**src/rtl/keypad_pkg.sv**
```systemverilog
// Shared definitions for the 4x4 keypad scanner.
//   kp_state_t  : debounce FSM states
//   scan_res_t  : per-scan classification (NONE / SINGLE / MULTI)
//   KEYMAP      : (row, col) -> hex key code, indexed {row, col}
package keypad_pkg;

    typedef enum logic [1:0] {
        ST_IDLE,
        ST_DEBOUNCE,
        ST_PRESSED,
        ST_RELEASE
    } kp_state_t;

    typedef enum logic [1:0] {
        SCAN_NONE,
        SCAN_SINGLE,
        SCAN_MULTI
    } scan_res_t;

    // Entry {r,c}. Rows: r0 = 1 2 3 A, r1 = 4 5 6 B, r2 = 7 8 9 C, r3 = E 0 F D.
    localparam logic [15:0][3:0] KEYMAP = {
        4'hD, 4'hF, 4'h0, 4'hE,
        4'hC, 4'h9, 4'h8, 4'h7,
        4'hB, 4'h6, 4'h5, 4'h4,
        4'hA, 4'h3, 4'h2, 4'h1
    };

    function automatic logic [3:0] key_at(input logic [1:0] r, input logic [1:0] c);
        return KEYMAP[{r, c}];
    endfunction

endpackage

```
**src/rtl/keypad_scanner_if.sv**
```systemverilog
// Keypad-side and consumer-side signals of the scanner.
//   row       : keypad rows, active-low, asynchronous
//   col       : column drive, active-low one-hot
//   key       : last accepted hex key
//   key_valid : one-cycle pulse on a newly accepted key
//   key_held  : high from acceptance until debounced release
// master = scanner, slave = keypad/consumer side.
interface keypad_scanner_if;
    logic [3:0] row;
    logic [3:0] col;
    logic [3:0] key;
    logic       key_valid;
    logic       key_held;

    modport master (input row, output col, output key, output key_valid, output key_held);
    modport slave  (output row, input col, input key, input key_valid, input key_held);
endinterface

```
**src/rtl/sync_2ff.sv**
```systemverilog
// Two-flop synchronizer for asynchronous level inputs.
//   clk, rst : system clock, synchronous active-high reset
//   d        : asynchronous input bus
//   q        : synchronized output (reset value RST_VAL)
module sync_2ff #(
    parameter int                 DATA_W  = 4,
    parameter logic [DATA_W-1:0]  RST_VAL = '1
) (
    input  logic              clk,
    input  logic              rst,
    input  logic [DATA_W-1:0] d,
    output logic [DATA_W-1:0] q
);
    logic [DATA_W-1:0] meta_p0;
    logic [DATA_W-1:0] sync_p1;

    // stage 0: metastability capture; stage 1: resolved value
    always_ff @(posedge clk) begin
        if (rst) begin
            meta_p0 <= RST_VAL;
            sync_p1 <= RST_VAL;
        end else begin
            meta_p0 <= d;
            sync_p1 <= meta_p0;
        end
    end

    assign q = sync_p1;
endmodule

```
**src/rtl/keypad_scanner.sv**
```systemverilog
// 4x4 matrix keypad scanner with scan-based debounce.
//   clk, rst : system clock, synchronous active-high reset
//   kp       : row in; col, key, key_valid, key_held out
// Each column is driven low for SCAN_DIV cycles; rows are sampled on the
// last cycle of each dwell. A full scan is classified after column 3 and
// the debounce FSM advances only at that point.
module keypad_scanner
    import keypad_pkg::*;
#(
    parameter int SCAN_DIV       = 100000,
    parameter int DEBOUNCE_SCANS = 20
) (
    input  logic                clk,
    input  logic                rst,
    keypad_scanner_if.master    kp
);
    localparam int DIV_W = (SCAN_DIV > 1) ? $clog2(SCAN_DIV) : 1;
    localparam int CNT_W = $clog2(DEBOUNCE_SCANS + 1);
    localparam logic [DIV_W-1:0] DIV_LAST = DIV_W'(SCAN_DIV - 1);
    localparam logic [CNT_W-1:0] CNT_MAX  = CNT_W'(DEBOUNCE_SCANS);
    localparam logic [CNT_W-1:0] CNT_ONE  = CNT_W'(1);

    function automatic logic [2:0] ones4(input logic [3:0] v);
        return {2'b00, v[0]} + {2'b00, v[1]} + {2'b00, v[2]} + {2'b00, v[3]};
    endfunction

    // Key-count accumulator only needs to distinguish 0, 1 and "2 or more".
    function automatic logic [1:0] sat2(input logic [2:0] x);
        return (x >= 3'd2) ? 2'd2 : x[1:0];
    endfunction

    function automatic logic [CNT_W-1:0] sat_inc(input logic [CNT_W-1:0] c);
        return (c >= CNT_MAX) ? CNT_MAX : c + CNT_ONE;
    endfunction

    function automatic logic [1:0] low_row(input logic [3:0] hit);
        if (hit[0])      return 2'd0;
        else if (hit[1]) return 2'd1;
        else if (hit[2]) return 2'd2;
        else             return 2'd3;
    endfunction

    logic [3:0]       row_s;
    logic [DIV_W-1:0] div_q;
    logic [1:0]       col_idx_q;
    logic [3:0]       col_q;
    logic [1:0]       acc_cnt_q;
    logic [3:0]       acc_key_q;

    logic             dwell_end;
    logic             scan_done;
    logic [3:0]       hit;
    logic [2:0]       col_cnt;
    logic [1:0]       scan_cnt;
    logic [3:0]       scan_key;
    scan_res_t        scan_res;

    kp_state_t        state_q, state_d;
    logic [CNT_W-1:0] cnt_q, cnt_d, cnt_inc;
    logic [3:0]       cand_q, cand_d;
    logic [3:0]       key_q, key_d;
    logic             key_valid_q, key_valid_d;
    logic             key_held_q, key_held_d;

    sync_2ff #(.DATA_W(4), .RST_VAL(4'hF)) u_sync (
        .clk (clk),
        .rst (rst),
        .d   (kp.row),
        .q   (row_s)
    );

    assign dwell_end = (div_q == DIV_LAST);
    assign scan_done = dwell_end && (col_idx_q == 2'd3);

    // Column timing: dwell counter and rotating active-low column drive
    always_ff @(posedge clk) begin
        if (rst) begin
            div_q     <= '0;
            col_idx_q <= 2'd0;
            col_q     <= 4'b1110;
        end else if (dwell_end) begin
            div_q     <= '0;
            col_idx_q <= col_idx_q + 2'd1;
            col_q     <= {col_q[2:0], col_q[3]};
        end else begin
            div_q     <= div_q + DIV_W'(1);
        end
    end

    // Scan accumulation: include the current column's sample in the result
    assign hit      = ~row_s;
    assign col_cnt  = ones4(hit);
    assign scan_cnt = sat2({1'b0, acc_cnt_q} + col_cnt);
    assign scan_key = (col_cnt == 3'd1) ? key_at(low_row(hit), col_idx_q) : acc_key_q;

    always_comb begin
        scan_res = SCAN_NONE;
        if (scan_cnt == 2'd1)      scan_res = SCAN_SINGLE;
        else if (scan_cnt != 2'd0) scan_res = SCAN_MULTI;
    end

    always_ff @(posedge clk) begin
        if (rst || scan_done) begin
            acc_cnt_q <= 2'd0;
            acc_key_q <= 4'h0;
        end else if (dwell_end) begin
            acc_cnt_q <= scan_cnt;
            acc_key_q <= scan_key;
        end
    end

    // Debounce FSM: state register
    always_ff @(posedge clk) begin
        if (rst) begin
            state_q     <= ST_IDLE;
            cnt_q       <= '0;
            cand_q      <= 4'h0;
            key_q       <= 4'h0;
            key_valid_q <= 1'b0;
            key_held_q  <= 1'b0;
        end else begin
            state_q     <= state_d;
            cnt_q       <= cnt_d;
            cand_q      <= cand_d;
            key_q       <= key_d;
            key_valid_q <= key_valid_d;
            key_held_q  <= key_held_d;
        end
    end

    assign cnt_inc = sat_inc(cnt_q);

    // Debounce FSM: next state, advanced only on a completed scan
    always_comb begin
        state_d     = state_q;
        cnt_d       = cnt_q;
        cand_d      = cand_q;
        key_d       = key_q;
        key_valid_d = 1'b0;
        key_held_d  = key_held_q;
        if (scan_done) begin
            case (state_q)
                ST_IDLE: begin
                    if (scan_res == SCAN_SINGLE) begin
                        cand_d = scan_key;
                        if (CNT_ONE >= CNT_MAX) begin
                            // single-scan debounce accepts immediately
                            state_d     = ST_PRESSED;
                            cnt_d       = '0;
                            key_d       = scan_key;
                            key_valid_d = 1'b1;
                            key_held_d  = 1'b1;
                        end else begin
                            state_d = ST_DEBOUNCE;
                            cnt_d   = CNT_ONE;
                        end
                    end
                end
                ST_DEBOUNCE: begin
                    if (scan_res == SCAN_SINGLE && scan_key == cand_q) begin
                        if (cnt_inc >= CNT_MAX) begin
                            state_d     = ST_PRESSED;
                            cnt_d       = '0;
                            key_d       = cand_q;
                            key_valid_d = 1'b1;
                            key_held_d  = 1'b1;
                        end else begin
                            cnt_d = cnt_inc;
                        end
                    end else begin
                        state_d = ST_IDLE;
                        cnt_d   = '0;
                    end
                end
                ST_PRESSED: begin
                    if (scan_res == SCAN_NONE) begin
                        if (CNT_ONE >= CNT_MAX) begin
                            state_d    = ST_IDLE;
                            cnt_d      = '0;
                            key_held_d = 1'b0;
                        end else begin
                            state_d = ST_RELEASE;
                            cnt_d   = CNT_ONE;
                        end
                    end
                end
                ST_RELEASE: begin
                    if (scan_res == SCAN_NONE) begin
                        if (cnt_inc >= CNT_MAX) begin
                            state_d    = ST_IDLE;
                            cnt_d      = '0;
                            key_held_d = 1'b0;
                        end else begin
                            cnt_d = cnt_inc;
                        end
                    end else begin
                        // bounce during release: back to held, no new pulse
                        state_d = ST_PRESSED;
                        cnt_d   = '0;
                    end
                end
                default: begin
                    state_d = ST_IDLE;
                    cnt_d   = '0;
                end
            endcase
        end
    end

    assign kp.col       = col_q;
    assign kp.key       = key_q;
    assign kp.key_valid = key_valid_q;
    assign kp.key_held  = key_held_q;
endmodule
```
**src/flat_wrapper.sv**
```systemverilog
// flat-port wrapper written by rule: the top's interface ports become plain ports
module keypad_scanner_flat import keypad_pkg::*;
#(
    parameter int SCAN_DIV       = 100000,
    parameter int DEBOUNCE_SCANS = 20
)
  (clk, rst, kp_row, kp_col, kp_key, kp_key_valid, kp_key_held);
  keypad_scanner_if kp_i ();
  input  logic clk;
  input  logic rst;
  input wire logic [$bits(kp_i.row)-1:0] kp_row;
  output wire logic [$bits(kp_i.col)-1:0] kp_col;
  output wire logic [$bits(kp_i.key)-1:0] kp_key;
  output wire logic [$bits(kp_i.key_valid)-1:0] kp_key_valid;
  output wire logic [$bits(kp_i.key_held)-1:0] kp_key_held;
  assign kp_i.row = kp_row;
  assign kp_col = kp_i.col;
  assign kp_key = kp_i.key;
  assign kp_key_valid = kp_i.key_valid;
  assign kp_key_held = kp_i.key_held;
  keypad_scanner #(.SCAN_DIV(SCAN_DIV), .DEBOUNCE_SCANS(DEBOUNCE_SCANS)) u_core (.clk(clk), .rst(rst), .kp(kp_i));
endmodule
```
**config.mk**
```make
export PLATFORM = sky130hd
export DESIGN_NAME = keypad_scanner_flat
export DESIGN_NICKNAME = d
export VERILOG_FILES = /design/src/rtl/keypad_pkg.sv /design/src/rtl/keypad_scanner_if.sv /design/src/rtl/sync_2ff.sv /design/src/rtl/keypad_scanner.sv /design/src/flat_wrapper.sv
export SDC_FILE = /design/constraint.sdc
export NUM_CORES = 1
export LEC_CHECK = 0
export ABC_AREA = 0
export BUFFER_PORTS_ARGS = -buffer_cell sky130_fd_sc_hd__buf_2
export CAP_MARGIN = 15
export CORE_MARGIN = 2
export CORE_UTILIZATION = 45
export DETAILED_ROUTE_END_ITERATION = 6
export GPL_TIMING_DRIVEN = 0
export PLACE_DENSITY = 0.61
export SLEW_MARGIN = 20
export SYNTH_ARGS = -nofsm -noshare
export SYNTH_HDL_FRONTEND = slang
export SYNTH_SLANG_ARGS = --single-unit
```
**constraint.sdc**
```tcl
create_clock -name clk -period 5.2 [get_ports clk]
set_clock_uncertainty 0.2 [all_clocks]
set_input_delay 0.78 -clock clk [delete_from_list [all_inputs] [get_ports clk]]
set_output_delay 0.78 -clock clk [all_outputs]
set_load 0.01 [all_outputs]
```
* Word level (Yosys, flattened, before mapping)
Memories as Yosys holds them, arrays and structs flattened.
Cells that the tools add are included.
** Storage, ports and cells
- Memory bits (read-only) :: 64
- Input port bits :: 6
- Output and inout port bits :: 10
- Flip-flop bits (word level) :: 54
- Memories :: 1
- Word-level logic and storage cells :: 88
** Operators by class
- Order comparisons :: 4
- Mux-type cells :: 28
- Bitwise operators :: 4
- Equal/unequal tests :: 17
- Reductions and logical operators :: 14
- Add/sub/neg operators :: 7
** Memory list
- (name not given) :: depth 16, width 4, read ports 1, clocked after Yosys merged registers in 0, wr ports 0, line keypad_pkg.sv:29 : return KEYMAP[{r, c}];
** Operator list (count)
- 5-bit two-way mux :: 6
- 2-bit two-way mux :: 11
- 5-bit one-hot mux with 4 select lines :: 1
- 17-bit by 1-bit adder with 17-bit output (second input constant) :: 1
- 17-bit == test (second input constant) :: 1
- 2-bit by 1-bit != test with 1-bit output (second input constant) :: 6
- 5-bit >= comparator (second input constant) :: 2
- 4-bit two-way mux :: 2
- 2-bit one-hot mux with 4 select lines :: 1
- 3-bit by 1-bit adder with 3-bit output :: 2
- 2-bit by 1-bit == test with 1-bit output (second input constant) :: 3
- 2-bit == test (second input constant) :: 3
- 1-bit two-way mux :: 6
- 3-bit AND reduction :: 2
- 6-bit AND reduction :: 1
- 5-bit by 1-bit adder with 5-bit output (second input constant) :: 1
- 4-bit by 5-bit < comparator with 1-bit output (second input constant) :: 1
- 5-bit AND reduction :: 1
- 4-bit == test :: 1
- 2-bit logical NOT :: 2
- 4-bit inverter :: 1
- 4-bit AND reduction :: 1
- 2-bit nonzero test :: 2
- 4-bit OR reduction :: 1
- 12 further kinds :: 15

* Logic depth before layout (Yosys ltp)
Gate-level depths: netlist of the first run.
- Depth in word-level cells :: 14
- Gate-level depth with buffers :: 12
- Mapped depth without buffers :: 12

* By module
Synthesis of the first run repeated with hierarchy kept, for this count alone.
** Second synthesis, totals
- Cell total of the unflattened synthesis :: 342
- Area, all modules :: 2892.8 um2
** Modules (own cells, without submodules)
- keypad_scanner :: area an instance 2682.6 um2, times used 1, sequential area each 920.9 um2, cells each 326
- sync_2ff :: area an instance 210.2 um2, times used 1, sequential area each 160.2 um2, cells each 16

* Least setup slack after synthesis of the first run
OpenSTA, ideal clock, no wires.
- Path kind :: register -> register
- From :: register u_core.u_sync.sync_p1[0], in the netlist u_core.u_sync.q[0]
- To :: register u_core.cnt_q[1]
- Slack :: 1.402 ns
- Period minus slack after synthesis :: 3.798 ns
- Required time :: 4.912 ns
- Cell stages (with the launch flop) :: 13
- Buffers on the path :: 0
- Arrival :: 3.510 ns
- Library setup time :: 0.088 ns
- Cell sequence :: dfxtp_1 -> inv_1 -> ha_1 -> fa_1 -> ha_1 -> fa_1 -> xor2_1 -> nor2_1 -> nand3b_1 -> a2111oi_1 -> nand4_1 -> a211o_1 -> o31ai_1
** On the way
- Longest elaborated chain between the ends :: 14
- Elaborated cells on any way between the ends :: 26
- Those cells by class :: add/sub (4); order compare (1); eq/ne (6); mux (9); bitwise (1); reduce/logical (4); memory (1)
** Ends and longest elaborated chain
- from (decl) :: line sync_2ff.sv:15 : logic [DATA_W-1:0] sync_p1;
- from (signal assigned) :: line sync_2ff.sv:24 : sync_p1 <= meta_p0;
- 4-bit inverter * :: line keypad_scanner.sv:91 : assign hit = ~row_s;
- 1-bit by 1-bit adder with 2-bit output :: line keypad_scanner.sv:24 : return {2'b00, v[0]} + {2'b00, v[1]} + {2'b00, v[2]} + {2'b00, v[3]};
- 3-bit by 1-bit adder with 3-bit output (2 in series) :: line keypad_scanner.sv:24
- 2-bit by 3-bit adder with 3-bit output :: line keypad_scanner.sv:93 : assign scan_cnt = sat2({1'b0, acc_cnt_q} + col_cnt);
- 3-bit by 2-bit >= comparator with 1-bit output :: line keypad_scanner.sv:29 : return (x >= 3'd2) ? 2'd2 : x[1:0];
- 2-bit two-way mux :: line keypad_scanner.sv:29
- 2-bit nonzero test :: line keypad_scanner.sv:99 : else if (scan_cnt != 2'd0) scan_res = SCAN_MULTI;
- 2-bit two-way mux :: line keypad_scanner.sv:99
- 2-bit two-way mux :: line keypad_scanner.sv:98 : if (scan_cnt == 2'd1) scan_res = SCAN_SINGLE;
- 2-bit by 1-bit == test with 1-bit output :: line keypad_scanner.sv:144, keypad_scanner.sv:160
- 1-bit logical AND :: line keypad_scanner.sv:160 : if (scan_res == SCAN_SINGLE && scan_key == cand_q) begin
- 5-bit two-way mux :: line keypad_scanner.sv:160
- 5-bit one-hot mux with 4 select lines :: line keypad_scanner.sv:142 : case (state_q)
- to (signal assigned) :: line keypad_scanner.sv:123 : cnt_q <= cnt_d;
- to (decl) :: line keypad_scanner.sv:59 : logic [CNT_W-1:0] cnt_q, cnt_d, cnt_inc;
Mark *: on every way between the ends. The rest lies on a longest branch, timed or not. The select of a mux whose other input is x is not followed.
A chain may end at the register's enable or synchronous reset.

* Final worst setup path of the first run
Same ends and word-level chain as after synthesis.

==> results of run 1 <==
==> sequential cells by signal (all words and copies together), names as in the netlist, 4 cells and up <==
signal	count
u_core.cand_q	4
u_core.u_sync.q	4
u_core.kp.key	4
u_core.div_q	17
u_core.u_sync.meta_p0	4
u_core.acc_key_q	4
u_core.kp.col	4
u_core.cnt_q	5
==> layout by cell type, fill, tap and decap left out, types with 3 or more instances in the layout <==
cell type	netlist	layout
sky130_fd_sc_hd__o31ai_1	3	3
sky130_fd_sc_hd__xnor2_1	9	9
sky130_fd_sc_hd__mux2i_1	7	7
sky130_fd_sc_hd__a21oi_1	18	18
sky130_fd_sc_hd__nand4_1	9	9
sky130_fd_sc_hd__nor2_1	37	37
sky130_fd_sc_hd__xor2_1	13	13
sky130_fd_sc_hd__a211o_1	6	6
sky130_fd_sc_hd__ha_1	11	11
sky130_fd_sc_hd__o21ai_0	17	17
sky130_fd_sc_hd__nor2b_1	4	4
sky130_fd_sc_hd__nand3_1	17	17
sky130_fd_sc_hd__nand2_1	21	21
sky130_fd_sc_hd__clkbuf_8	0	6
sky130_fd_sc_hd__dfxtp_1	54	54
sky130_fd_sc_hd__and3_1	4	4
sky130_fd_sc_hd__and2_1	5	5
sky130_fd_sc_hd__buf_2	4	18
sky130_fd_sc_hd__nor3_1	7	7
sky130_fd_sc_hd__clkbuf_1	8	8
sky130_fd_sc_hd__a31oi_1	4	4
sky130_fd_sc_hd__or2_2	9	9
sky130_fd_sc_hd__inv_1	15	15
==> cells by family (layout without fill, tap and decap cells) <==
kind of cell / count (synthesis) / in the layout
compound gates: 66 / 66
xor+xnor: 22 / 22
fa+ha+maj: 13 / 13
buf+inv: 29 / 50
flops: 54 / 54
mux: 8 / 8
simple gates: 134 / 134
==> synth_stat cells, types with 4 or more instances <==
cell and number:
sky130_fd_sc_hd__dfxtp_1 54, sky130_fd_sc_hd__nor3_1 7, sky130_fd_sc_hd__nor2_1 37, sky130_fd_sc_hd__inv_1 15, sky130_fd_sc_hd__xor2_1 13, sky130_fd_sc_hd__a21oi_1 18
sky130_fd_sc_hd__xnor2_1 9, sky130_fd_sc_hd__nand2_1 21, sky130_fd_sc_hd__o21ai_0 17, sky130_fd_sc_hd__mux2i_1 7, sky130_fd_sc_hd__buf_2 4, sky130_fd_sc_hd__nor2b_1 4
sky130_fd_sc_hd__or2_2 9, sky130_fd_sc_hd__and3_1 4, sky130_fd_sc_hd__nand4_1 9, sky130_fd_sc_hd__a31oi_1 4, sky130_fd_sc_hd__and2_1 5, sky130_fd_sc_hd__a211o_1 6
sky130_fd_sc_hd__ha_1 11, sky130_fd_sc_hd__nand3_1 17, sky130_fd_sc_hd__clkbuf_1 8
==> metrics by stage <==
stage	cell area (um2)	setup WS, ns	util	hold WS (ns)
after floorplan	2810	1.40	-	0.189
after global placement	2980	0.913	0.497	0.190
after detailed placement	2980	0.862	0.497	0.194
after CTS	3090	0.825	0.516	0.216
after global routing	3090	0.533	0.516	0.229
final	3090	0.808	0.516	0.213
==> per-layer routing <==
metal / vias to the layer above / GRT usage / wire (um)
li1: 1184 / - / -
met1: 1005 / 0.236 / 2910
met2: 37 / 0.261 / 2230
met3: 5 / 0.0239 / 146
met4: 0 / 0.0656 / 74
met5: - / 0 / 0
==> worst reg2reg max path: stages, from the launching register on <==
cell and delay, ns:
sky130_fd_sc_hd__dfxtp_1 0.40, sky130_fd_sc_hd__inv_1 0.10, sky130_fd_sc_hd__ha_1 0.32, sky130_fd_sc_hd__fa_1 0.40, sky130_fd_sc_hd__ha_1 0.33, sky130_fd_sc_hd__fa_1 0.45
sky130_fd_sc_hd__xor2_1 0.18, sky130_fd_sc_hd__nor2_1 0.27, sky130_fd_sc_hd__nand3b_1 0.18, sky130_fd_sc_hd__a2111oi_1 0.45, sky130_fd_sc_hd__nand4_1 0.36, sky130_fd_sc_hd__a211o_1 0.45
sky130_fd_sc_hd__o31ai_1 0.24
==> power breakdown <==
group / switching (W) / leakage (nW) / internal (W)
Sequential: 0.00000254 / 0.438 / 0.000418
Combinational: 0.0000459 / 0.695 / 0.0000288
Clock: 0.000132 / 0.0573 / 0.000154
==> final cells by class <==
class	count	area (um2)	area share
repair buffers	14	70.1	0.0227
well taps	75	93.8	0.0304
inverters	15	56.3	0.0182
plain buffers	14	65.1	0.0211
clock inverters	1	30.0	0.00972
clock buffers	6	82.6	0.0267
multi-input cells	243	1610	0.521
flip-flops and latches	54	1080	0.350
==> how the worst max path moves through the flow <==
stage,from,end,slack [ns]
5_1_grt,u_core.u_sync.q[0],u_core.cnt_q[3],0.53
6_report,u_core.u_sync.q[0],u_core.cnt_q[1],0.81
4_1_cts,u_core.u_sync.q[0],u_core.cnt_q[3],0.83
3_5_place_dp,u_core.u_sync.q[0],u_core.cnt_q[3],0.86
2_1_floorplan,u_core.u_sync.q[0],u_core.cnt_q[1],1.40
3_3_place_gp,u_core.u_sync.q[0],u_core.cnt_q[3],0.91
==> impl_results.rst, run 1 <==
.. list-table::
   :header-rows: 1

   * - Metric
     - Value
   * - Outcome
     - finished, final reports clean
   * - Fraction of layout cells with a size suffix above 1
     - 0.135
   * - Worst-case hold path end point
     - u_core.u_sync.q[3]
   * - Routed wire length
     - ~5.4 mm
   * - First-pass GRT wire length
     - 9.58 mm
   * - Routed vias
     - about 2,200
   * - Avg Cell Area, Syn
     - 8.63 um2
   * - Critical-path top delay cell
     - sky130_fd_sc_hd__a2111oi_1
   * - Number of synthesized register bits
     - 54
   * - Cell type contributing the most total cell area after synthesis
     - sky130_fd_sc_hd__dfxtp_1
   * - Fin Setup TNS
     - 0 ns
   * - Total power of the final layout
     - slightly below 0.0008 W
   * - Required time of the critical path
     - 5.22 ns
   * - Number of maximum-capacitance violations
     - 0
   * - Delay-heaviest family, CP
     - adder cells
   * - Flop2flop setup slack
     - 0.81 ns
   * - DR WL/cell
     - approximately 13 um
   * - Capture instance of the worst register-to-register path
     - u_core.cnt_q[1]
   * - Maximum vdd drop
     - 0.146 mV
   * - Latest clock arrival within the worst-skew pair
     - 0.30 ns
   * - Worst flop-to-flop path startpoint
     - u_core.u_sync.q[0]
   * - Total die area
     - just under 0.007 mm2
   * - Number of input and output port buffers inserted
     - 14
   * - Post-Synth Adder-Cell Area
     - 0.0631
   * - Type of destination of the critical path
     - flop
   * - Count of inserted antenna diode cells
     - 0
   * - Synthesized-area fraction occupied by and/or/nand/nor cells
     - 0.257
   * - WP buf/inv
     - 1
   * - Post-CTS setup-driven buffer insertion count
     - 0
   * - Global router's overall resource usage
     - 0.168
   * - Total nets after synthesis
     - 345
   * - Layout overhead on the synthesized area
     - 9.83%
   * - Synth cell types
     - 55
   * - Area fraction in compound gates after synthesis
     - 0.155
   * - Number of clock sinks
     - 54
   * - Maximum clock insertion buffer count
     - 2
   * - Initial antenna violation count
     - 0
   * - Sum of net half-perimeters after detailed placement
     - 3.91 mm
   * - Detailed-router iteration count before antenna repair
     - 4
   * - Worst hold path cell count
     - 1
   * - Total count of max-transition violations in the final report
     - 0
   * - Final Hold Vio Count
     - 0
   * - Count of placed standard cells including taps
     - between 400 and 500
   * - Cell-by-cell listing of the critical path
     - inv_1 > ha_1 > fa_1 > ha_1 > fa_1 > xor2_1 > nor2_1 > nand3b_1 > a2111oi_1 > nand4_1 > a211o_1 > o31ai_1
   * - Area share of the largest cell type after synthesis
     - 0.384
   * - Leak
     - 1.19 nW
   * - Largest stage delay on the critical path
     - 0.45 ns
   * - Effective utilization at floorplan
     - 0.470
   * - Die height
     - 83.1 um
   * - Slew at the pin with the worst max-slew slack
     - 0.713 ns
   * - Total congestion overflow after global routing
     - 0
   * - Number of synthesis warnings
     - 0
   * - Core box area
     - 0.00599 mm2
   * - Largest net degree at the start of global routing
     - 16
   * - Clock tree root buffer cell
     - sky130_fd_sc_hd__clkbuf_8
   * - Worst setup SP type
     - flop
   * - Proportion of synthesized chip area in sequential cells
     - 0.384
   * - Total power density per cell area
     - between 200 and 300 mW/mm2
   * - Drt first-iter violations
     - 109
   * - Number of core rows
     - 28
   * - Worst endpoint data arrival time
     - 4.42 ns
   * - Count of cell instances traversed by the critical path
     - 12
   * - Post-synth EDFFs
     - 0
   * - Hold/Removal Path Class
     - reg2reg
   * - Fraction of registers with async set/reset
     - 0
   * - Nets@finish
     - 366
   * - Synth area leaders
     - sky130_fd_sc_hd__dfxtp_1 (38%), sky130_fd_sc_hd__nor2_1 (4.9%), sky130_fd_sc_hd__ha_1 (4.9%)
   * - CTS Hold Buffers Added
     - 0
   * - Highest clock rate
     - 228 MHz
   * - Xor/xnor cell area share of the yosys netlist
     - 0.0685
   * - Num CTS Buffers
     - 5
   * - Count of antenna-violating nets left after detailed routing
     - 0
   * - R2R cell count
     - 12
   * - Setup Crit Path Kind
     - reg2reg
   * - Total of cells resized after clock tree synthesis
     - 0
   * - Depth of the CTS H-tree
     - 2
   * - Most used flip-flop cell after synthesis
     - sky130_fd_sc_hd__dfxtp_1
   * - Top-Level Pins
     - 16
   * - Filler Cell Count
     - 576
   * - TritonCTS clock tree
     - yes
   * - Hold path startpoint
     - u_core.u_sync.meta_p0[3]
   * - Share of cell area taken by muxes after synthesis
     - 0.0289
   * - Setup violation total in the final timing report
     - 0
   * - Synthesized instance count
     - approximately 330
   * - Post-synthesis cell area
     - 0.00281 mm2
   * - Main combinational cell family by area after synthesis
     - simple AND/OR/NAND/NOR gates
   * - Number of global-route vias before repair
     - 2,116
   * - Final critical delay including setup and external delays
     - between 4 and 5 ns
   * - RSZ-0062 raised after global routing
     - no
   * - Max-Slew Margin vs Limit
     - 0.521
   * - Die span in x
     - approximately 83 um
   * - Remaining DRCs
     - 0
   * - Placer's final routability congestion estimate
     - 0.797
   * - Critical path fanouts, max
     - 7
   * - Non-filler instance count after layout
     - 422
   * - Final cycle utilization of the critical path
     - 0.845
   * - Ratio of routed vias to standard cells
     - 5.29
   * - Clock Pin Slew Worst Setup and Hold Paths
     - 0.10 ns
(Power assumes the default switching activity.)
==> run 2: changes to the inputs <==
--- a/config.mk
+++ b/config.mk
@@ -5,7 +5,7 @@
 export SDC_FILE = /design/constraint.sdc
 export NUM_CORES = 1
 export LEC_CHECK = 0
-export ABC_AREA = 0
+export ABC_AREA = 1
 export BUFFER_PORTS_ARGS = -buffer_cell sky130_fd_sc_hd__buf_2
 export CAP_MARGIN = 15
 export CORE_MARGIN = 2
==> constraint.sdc (replaced) <==
create_clock -name clk -period 4.3 [get_ports clk]
set_clock_uncertainty 0.2 [all_clocks]
set_input_delay 0.645 -clock clk [delete_from_list [all_inputs] [get_ports clk]]
set_output_delay 0.645 -clock clk [all_outputs]
set_load 0.01 [all_outputs]
==> run 2 against run 1 <==
  * Final area up 1.9%
  * Area after synthesis up 2.1%
  * Global-route usage up 0.43 points
  * Die area up 2.0%
  * Synthesized cell count up 18%
  * Sequential cell count unchanged
  * Largest power group unchanged
==> impl_results.rst, run 2 <==
.. list-table::
   :header-rows: 1

   * - Metric
     - Value
   * - Power spent charging and discharging nets
     - 0.000230 W
   * - Outcome
     - finished, final reports clean
   * - Clock tree root buffer cell
     - sky130_fd_sc_hd__clkbuf_8
   * - Total power density per cell area
     - 298 mW/mm2
   * - Final critical delay including setup and external delays
     - 3.70 ns
   * - Number of core rows
     - 29
   * - Number of clock sinks
     - 54
   * - Maximum clock insertion buffer count
     - 2
   * - Required time of the critical path
     - approximately 4.3 ns
   * - Ratio of routed vias to standard cells
     - 4.95
   * - CTS Hold Buffers Added
     - 0
   * - Avg Cell Area, Syn
     - approximately 7.5 um2
   * - GRT busiest layer
     - met2
   * - Initial antenna violation count
     - 0
   * - Largest net degree at the start of global routing
     - 17
   * - Routed wire length
     - roughly 5.5 mm
   * - Die height
     - 83.9 um
   * - Max-Slew Margin vs Limit
     - 0.627
   * - Fraction of layout cells with a size suffix above 1
     - 0.182
   * - Total congestion overflow after global routing
     - 0
   * - Core utilization of the finished layout
     - 0.502
   * - Cell type contributing the most total cell area after synthesis
     - sky130_fd_sc_hd__dfxtp_1
   * - Routed vias
     - 2,391
   * - Total of cells resized after clock tree synthesis
     - 0
   * - Number of synthesized register bits
     - 54
   * - Type of destination of the critical path
     - flop
   * - Latest clock arrival within the worst-skew pair
     - 0.32 ns
   * - Clock Pin Slew Worst Setup and Hold Paths
     - 0.09 ns
   * - Final cycle utilization of the critical path
     - 0.859
   * - Placer's final routability congestion estimate
     - 0.883
   * - RSZ-0062 raised after global routing
     - no
   * - Num CTS Buffers
     - 5
   * - Worst endpoint data arrival time
     - 3.74 ns
   * - Highest clock rate
     - 271 MHz
   * - Post-synth EDFFs
     - 0
   * - Met1 capacity usage during global routing
     - 0.226
   * - Proportion of synthesized chip area in sequential cells
     - 0.376
   * - Post-synthesis cell area
     - 0.00287 mm2
   * - Sum of net half-perimeters after detailed placement
     - about 4.2 mm
   * - Total count of max-transition violations in the final report
     - 0
   * - Setup violation total in the final timing report
     - 0
   * - Max FFs per register
     - 17
   * - Synth top cells by count
     - sky130_fd_sc_hd__nand2_1 (72), sky130_fd_sc_hd__dfxtp_1 (54), sky130_fd_sc_hd__inv_1 (43), sky130_fd_sc_hd__nor2_1 (34), sky130_fd_sc_hd__a21oi_1 (29)
   * - GR Util met3
     - 0.0366
   * - Detailed-router iteration count before antenna repair
     - 4
   * - Final Hold Vio Count
     - 0
   * - Global router's overall resource usage
     - 0.172
   * - Critical-path top delay cell
     - sky130_fd_sc_hd__fa_1
   * - Depth of the CTS H-tree
     - 2
   * - Leak
     - 1.39 nW
   * - Flop2flop setup slack
     - 0.60 ns
   * - DR WL/cell
     - 11.4 um
   * - Post-CTS setup-driven buffer insertion count
     - 0
   * - Drt first-iter violations
     - 78
   * - Number of synthesis warnings
     - 0
   * - TritonCTS clock tree
     - yes
   * - Most frequent cells in the layout
     - sky130_fd_sc_hd__nand2_1 (72), sky130_fd_sc_hd__dfxtp_1 (54), sky130_fd_sc_hd__inv_1 (43), sky130_fd_sc_hd__nor2_1 (34), sky130_fd_sc_hd__a21oi_1 (29)
   * - Worst setup SP type
     - flop
   * - Most common cell after layout, fill and taps aside
     - sky130_fd_sc_hd__nand2_1
   * - Die span in x
     - ~84 um
   * - Effective utilization at floorplan
     - 0.458
   * - Core box area
     - 0.00628 mm2
   * - Met2 track demand over resource in global routing
     - 0.281
   * - Synth cell types
     - 41
   * - Switching Share
     - 0.245
   * - Number of maximum-capacitance violations
     - 0
   * - Fin Setup TNS
     - 0 ns
   * - Int Pwr
     - 0.000708 W
   * - Nets@finish
     - 424
   * - Fraction of registers with async set/reset
     - 0
   * - Registers with the most flip-flops
     - u_core.div_q x17, u_core.cnt_q x5
   * - Count of antenna-violating nets left after detailed routing
     - 0
   * - Total nets after synthesis
     - just over 400
   * - Cell-by-cell listing of the critical path
     - buf_4 > inv_1 > ha_1 > fa_1 > ha_1 > fa_1 > a21oi_1 > o21ai_1 > nor2_1 > o22ai_1 > nor3_4 > inv_2 > nor3_2 > nand2_1 > a21oi_1
   * - Clock network power share
     - 0.367
   * - Critical path fanouts, max
     - 8
   * - Slew at the pin with the worst max-slew slack
     - ~0.56 ns
   * - Top-count cell post-synth
     - sky130_fd_sc_hd__nand2_1
   * - First-pass GRT wire length
     - 9.99 mm
   * - Register with the most flip-flops
     - u_core.div_q
   * - Top-Level Pins
     - 16
   * - Synth area leaders
     - sky130_fd_sc_hd__dfxtp_1 (38%), sky130_fd_sc_hd__nand2_1 (9.4%), sky130_fd_sc_hd__inv_1 (5.6%)
   * - Hold/Removal Path Class
     - reg2reg
   * - Most used flip-flop cell after synthesis
     - sky130_fd_sc_hd__dfxtp_1
   * - Area share of the largest cell type after synthesis
     - 0.376
   * - Maximum vdd drop
     - 0.155 mV
   * - Synthesized instance count
     - 384
   * - Setup Crit Path Kind
     - reg2reg
   * - Layout overhead on the synthesized area
     - 9.62%
   * - Share of total power in sequential cells
     - 0.541
   * - Remaining DRCs
     - 0
   * - Largest stage delay on the critical path
     - 0.50 ns
   * - Number of input and output port buffers inserted
     - 14
   * - Total die area
     - 0.00704 mm2
   * - Combinational power share
     - 0.092
   * - Count of inserted antenna diode cells
     - 0
   * - Number of global-route vias before repair
     - 2,272
run 2: worst paths after layout:
kind                                               start            endpoint  depth (start not counted)
worst min register to register  u_core.u_sync.meta_p0[2]  u_core.u_sync.q[2]                          1
worst max-delay path                  u_core.u_sync.q[0]     u_core.cnt_q[2]                         15
worst max register to register        u_core.u_sync.q[0]     u_core.cnt_q[2]                         15
worst min-delay path            u_core.u_sync.meta_p0[2]  u_core.u_sync.q[2]                          1
run 2: logic make-up (layout without fill, tap and decap cells):
group,count (synthesis),after routing,share of synthesized area
compound gates,54,54,0.103
buf+inv,61,83,0.0818
xor+xnor,3,3,0.00914
flops,54,54,0.376
simple gates,199,199,0.368
fa+ha+maj,13,13,0.0618
run 2: stage by stage:
step	setup slack [ns]	hold slack (ns)	area, um2	total power (W)	std cells
after CTS	0.598	0.216	3150	0.000950	483
after global placement	0.658	0.193	3040	0.000605	475
after detailed placement	0.627	0.192	3040	0.000606	475
after floorplan	1.00	0.189	2870	0.000588	384
after global routing	0.310	0.234	3150	0.000977	483
final	0.605	0.214	3150	0.000939	483
run 2: area by class of cell:
type                       count  area (um2)
fill                         643        3130
tap                           77        96.3
clock inverter                 2        37.5
multi-input combinational    269        1560
clock buffer                   6        72.6
timing repair buffer          14        70.1
buffer                         7        32.5
inverter                      54         203
sequential                    54        1080
run 2: worst max-delay path: cells and delay by family (launching register included):
family | cells | cell delay [ns]
AO/OA/AOI/OAI | 4 | 0.53
flip-flops | 1 | 0.34
adder cells (fa/ha/maj) | 4 | 1.49
AND/OR/NAND/NOR | 4 | 0.73
buffers and inverters | 3 | 0.32
run 2: power groups by stage:
stage                     Sequential, W  Clock (W)  Combinational, W
after detailed placement       0.000520          0         0.0000863
after global placement         0.000520          0         0.0000854
after CTS                      0.000508   0.000355         0.0000864
final                          0.000508   0.000345         0.0000859
after floorplan                0.000519          0         0.0000684
after global routing           0.000509   0.000368         0.0000991
run 2: per-layer routing:
layer | vias to the layer above | part of all wire
met5 | - | 0
li1 | 1290 | -
met4 | 0 | 0.017
met2 | 19 | 0.46
met1 | 1073 | 0.50
met3 | 9 | 0.024
